<file path="src/rtl/instr_fetch_unit.sv">
// LEGv8 instruction fetch: PC, instruction memory and a LOAD/RUN/HALT sequencer.
// The fetch path is combinational so the single-cycle datapath sees the word for pc in the same cycle.
module instr_fetch_unit #(
    parameter int          IMEM_DEPTH = 64,
    parameter logic [63:0] PC_RESET   = 64'h0,
    parameter logic [31:0] HALT_WORD  = 32'hD4400000,
    localparam int         AW         = $clog2(IMEM_DEPTH)
) (
    input  logic          clk,
    input  logic          rst,
    input  logic          start,
    input  logic          stall,
    input  logic          UncondBranch,
    input  logic          Branch,
    input  logic          zero,
    input  logic          prog_we,
    input  logic [AW-1:0] prog_addr,
    input  logic [31:0]   prog_data,
    output logic [63:0]   pc,
    output logic [31:0]   instruction,
    output logic          instr_valid,
    output logic          halted,
    output logic [31:0]   fetch_count
);

    typedef enum logic [1:0] {ST_LOAD, ST_RUN, ST_HALT} state_t;

    localparam logic [63:0] PC_LIMIT = 64'(IMEM_DEPTH) << 2;

    state_t      state_q, state_d;
    logic [63:0] pc_q, pc_d;
    logic [31:0] fetch_count_q, fetch_count_d;

    logic [31:0] mem [IMEM_DEPTH];
    logic [31:0] mem_word;
    logic        pc_in_range;
    logic        halt_cond;
    logic [63:0] off_uncond, off_cond, next_pc;

    // Memory is deliberately outside the reset domain so a program survives rst.
    always_ff @(posedge clk) begin
        if (!rst && state_q == ST_LOAD && prog_we) begin
            mem[prog_addr] <= prog_data;
        end
    end

    assign mem_word    = mem[pc_q[AW+1:2]];
    assign pc_in_range = (pc_q[1:0] == 2'b00) && (pc_q < PC_LIMIT);
    assign instruction = pc_in_range ? mem_word : 32'h0;
    assign halt_cond   = !pc_in_range || (instruction == HALT_WORD);

    assign off_uncond = {{36{instruction[25]}}, instruction[25:0], 2'b00};
    assign off_cond   = {{43{instruction[23]}}, instruction[23:5], 2'b00};

    always_comb begin
        next_pc = pc_q + 64'd4;
        if (UncondBranch) begin
            next_pc = pc_q + off_uncond;
        end else if (Branch && zero) begin
            next_pc = pc_q + off_cond;
        end
    end

    always_comb begin
        state_d       = state_q;
        pc_d          = pc_q;
        fetch_count_d = fetch_count_q;
        instr_valid   = 1'b0;
        halted        = 1'b0;
        case (state_q)
            ST_LOAD: begin
                pc_d = PC_RESET;
                if (start) begin
                    state_d = ST_RUN;
                end
            end
            ST_RUN: begin
                instr_valid = pc_in_range;
                if (!stall) begin
                    // A bad pc is not a retired instruction; HLT is.
                    if (pc_in_range && fetch_count_q != 32'hFFFF_FFFF) begin
                        fetch_count_d = fetch_count_q + 32'd1;
                    end
                    if (halt_cond) begin
                        state_d = ST_HALT;
                    end else begin
                        pc_d = next_pc;
                    end
                end
            end
            ST_HALT: begin
                halted = 1'b1;
            end
            default: begin
                state_d = ST_LOAD;
            end
        endcase
    end

    always_ff @(posedge clk or posedge rst) begin
        if (rst) begin
            state_q       <= ST_LOAD;
            pc_q          <= PC_RESET;
            fetch_count_q <= 32'h0;
        end else begin
            state_q       <= state_d;
            pc_q          <= pc_d;
            fetch_count_q <= fetch_count_d;
        end
    end

    assign pc          = pc_q;
    assign fetch_count = fetch_count_q;

endmodule

</file>
<file path="config.mk">
export PLATFORM = sky130hd
export DESIGN_NAME = instr_fetch_unit
export DESIGN_NICKNAME = d
export VERILOG_FILES = /design/src/rtl/instr_fetch_unit.sv
export SDC_FILE = /design/constraint.sdc
export NUM_CORES = 2
export LEC_CHECK = 0
export BUFFER_PORTS_ARGS = -buffer_cell sky130_fd_sc_hd__buf_2
export CORE_ASPECT_RATIO = 0.9
export CORE_MARGIN = 4
export CORE_UTILIZATION = 40
export CTS_CLUSTER_SIZE = 28
export DETAILED_ROUTE_END_ITERATION = 12
export GPL_ROUTABILITY_DRIVEN = 0
export SYNTH_ARGS = -nofsm -noshare
export SYNTH_HDL_FRONTEND = slang
export SYNTH_SLANG_ARGS = --single-unit
</file>
<file path="constraint.sdc">
create_clock -name clk -period 6.3 [get_ports clk]
set_input_delay 1.26 -clock clk [delete_from_list [all_inputs] [get_ports clk]]
set_output_delay 1.26 -clock clk [all_outputs]
set_load 0.05 [all_outputs]
</file>
==> flow_summary.yaml <==
status:
  status: "finished clean"
clocking:
  numCtsBuffers: 204
  clock_latency_ps: 850
  cts-root-buf: "clkbuf_16"
  h-tree-depth: 4
  cts_buffer_depth: 3
  cts_tree: "yes"
  ctsHoldBuffers: 0
  clkTransAtPathRegs_ps: 60
  clock-sinks: 2144
die:
  die_h_um: 449
  start_util_pct: 40.3
  io-pin-count: 176
  rows: 161
  die_area_um2: 224000
  die_w_um: 498
  coreArea_um2: 215000
timing:
  setup_tns_ps: 0
  fin_crit_sh_pct: 98.4
  maxSlewHeadroom_pct: 13.6
  max_freq_mhz: 161
  setup_viol: 0
  finalClockSkew_ps: 46.4
  worst_pin_slew_ps: 1300
  drv_slew: 0
  hold_violations: 0
  min_period_ps: 6200
finish:
  design_area_um2: 101000
  nets: 5061
  num-fill-cells: 17900
  final_core_util_pct: 46.9
  drive_gt1_share_pct: 28.6
  finalNonFillerCells: 7969
  syn_to_final_growth_pct: 16.4
synth:
  ys_types: 77
  yosys_warnings: 0
  ys_ff_latch: 2144
  synthesis.area_um2: 86500
  seq_area_frac_synth_pct: 73.9
  yosysTopAreaCellShare_pct: 71.1
  synth_top_area_cell: "edfxtp_1"
  yosys-top-cells-count: "edfxtp_1 (2048), mux4_2 (469), mux2i_1 (195)"
  synth_edf_count: 2048
  ys_top_cells_by_area: "edfxtp_1 (71%), mux4_2 (12%), dfrtp_1 (2.8%)"
  syn_area_per_cell_um2: 19.7
  synthCells: 4394
  ys.flop_type: "edfxtp_1"
  yosysMostFrequentCell: "edfxtp_1"
  synthArstFlopShare_pct: 4.48
critical_path:
  crit_path_end: "pc[52]$_DFFE_PP0P_"
  crit_fanout: 21
  crit_path_end_kind: "flop"
  r2r_end: "pc[52]$_DFFE_PP0P_"
  critical_path.startpoint: "pc[3]$_DFFE_PP0P_"
  critPathSlowestCell: "dfrtp_4"
  path_class: "flop to flop"
  reg2regPathDepth: 21
  r2r-start: "pc[3]$_DFFE_PP0P_"
  r2r_slack_ps: 100
  crit_required_ps: 7030
  crit_arrival_ps: 6930
  path_cells: "buf_12, buf_4, mux4_2, mux2i_1, o22ai_1, or3_1, and3_1, a22o_1, ha_1, a21oi_1, o41ai_1, a21oi_1, nor3_1, a2111oi_4, buf_4, buf_4, o31ai_1, a21oi_1, nor2b_1, xnor2_1, a22o_1"
  critPathLaunchType: "flop"
  cp_slowest_stage_delay_ps: 690
drt:
  num_vias: 48300
  drcViolationCount: 0
  vias_per_cell: 6.06
  wl_per_cell_um: 33.4
  drt_wl_total_um: 266000
  initialDrtViolationCount: 6935
  ant_nets: 0
  dr.pass1.iters: 6
place:
  dp_hpwl_um: 166000
  portBuffers: 173
  dpl.cell_count: 7574
  placedInstanceArea_um2: 93800
global_route:
  grt_max_degree: 65
  grt_pass1_vias: 46700
  overflow: 0
  antenna_found_initial: 30
  grt_use_total_pct: 23.3
  grt_first_pass_wirelength_um: 371000
power_and_ir_drop:
  p_comb_share_pct: 41.5
  cellInternalPower_uw: 29300
  p_per_area_nw_per_um2: 481
  power.sequential.fraction_pct: 33.1
  peakVddDrop_mv: 1.08
  total_power_uw: 48400
  clockPowerShare_pct: 25.4
  p_leak_uw: 0.0330
  p_sw_uw: 19100
  swShare_pct: 39.5
hold_path:
  hp-class: "primary input to async pin"
flow_run:
  cap_viol_max_count: 0
critical path: cells and delay by family (launching register included):
kind,cells,cell delay [ps]
compound gates,9,1800
xor+xnor,1,130
fa+ha+maj,1,300
buf+inv,4,880
flops,1,690
mux,2,690
simple gates,4,1520
registers in the layout (all words and copies together) (netlist names):
| signal | flops |
|---|---|
| fetch_count | 32 |
| mem | 2048 |
| state_q | 2 |
| pc | 62 |
power groups by stage:
| stage | combinational (uW) | sequential (uW) | clock [uW] |
|---|---|---|---|
| after floorplan | 9670 | 16400 | 0 |
| final | 20100 | 16000 | 12300 |
| after detailed placement | 19700 | 16300 | 0 |
| after global placement | 19700 | 16300 | 0 |
| after CTS | 19800 | 16000 | 12500 |
| after global routing | 20900 | 16100 | 13100 |
cell families after synthesis:
| kind of cell | after synthesis | synth area share [%] |
|---|---|---|
| flip-flops | 2144 | 73.9 |
| multiplexers | 683 | 14.7 |
| AND/OR/NAND/NOR | 572 | 3.18 |
| AO/OA/AOI/OAI | 569 | 4.65 |
| buffers and inverters | 261 | 1.58 |
| XOR/XNOR | 87 | 0.881 |
| adder cells (fa/ha/maj) | 77 | 1.12 |
| other | 1 | 0.00434 |
area by class of cell:
| class | count | area (um2) | area share (%) |
|---|---|---|---|
| diodes | 7 | 17.5 | 0.0174 |
| clock buffers | 250 | 5350 | 5.31 |
| clock inverters | 128 | 1270 | 1.26 |
| inverters | 28 | 113 | 0.112 |
| multi-input cells | 1990 | 21900 | 21.8 |
| flip-flops and latches | 2144 | 63900 | 63.5 |
| well taps | 2852 | 3570 | 3.54 |
| repair buffers | 570 | 4540 | 4.51 |
cell usage in the layout, fill, tap and decap left out, drive strengths merged, types with 10 or more instances in the layout:
cell / synthesis / routed
buf: 151 / 566
nand3: 77 / 77
a221oi: 30 / 30
dfrtp: 96 / 96
a22oi: 104 / 104
nor2: 154 / 154
and3: 17 / 17
nor3: 28 / 28
edfxtp: 2048 / 2048
inv: 28 / 39
nand2: 150 / 150
mux4: 469 / 469
clkinv: 0 / 92
bufinv: 0 / 19
a31oi: 11 / 11
o211ai: 14 / 14
nor2b: 16 / 16
a21oi: 113 / 113
or3: 10 / 10
a22o: 89 / 89
mux2: 19 / 19
and2: 16 / 16
nor4: 27 / 27
clkbuf: 82 / 254
ha: 76 / 76
o21ai: 66 / 66
o31ai: 10 / 10
nand4: 30 / 30
a211oi: 14 / 14
a21o: 32 / 32
nand2b: 16 / 16
o22ai: 23 / 23
xor2: 34 / 34
xnor2: 53 / 53
mux2i: 195 / 195
through the flow:
step                setup WS (ps)  hold WS, ps
finish                        101          463
detailed placement           -467          482
global route                -47.0          470
floorplan                    18.3          471
global placement             -392          478
CTS                          6.56          418
timing repair:
action,CTS,global route
pin swaps,1,1
gates resized for setup,5,25
cloned,0,3
endpoints found under the setup margin,10,27
setup buffers,0,7
routing by layer:
layer	routed length, um	vias to the layer above	global-route usage [%]
met5	52	-	0
met4	5960	8	4.87
met3	28900	366	4.89
met2	121000	2842	35.6
met1	110000	25700	34.7
li1	-	19400	-
worst min path at each step:
stage	slack (ps)	depth (start not counted)	end	start
after global routing	470	2	pc[34]$_DFFE_PP0P_	rst
after global placement	480	1	fetch_count[15]$_DFFE_PP0P_	fetch_count[15]$_DFFE_PP0P_
final	460	2	pc[60]$_DFFE_PP0P_	rst
after floorplan	470	1	state_q[0]$_DFFE_PP0P_	state_q[1]$_DFFE_PP0P_
after CTS	420	2	pc[60]$_DFFE_PP0P_	rst
after detailed placement	480	1	fetch_count[27]$_DFFE_PP0P_	fetch_count[27]$_DFFE_PP0P_
No activity file was read; power rests on OpenSTA's default activity.
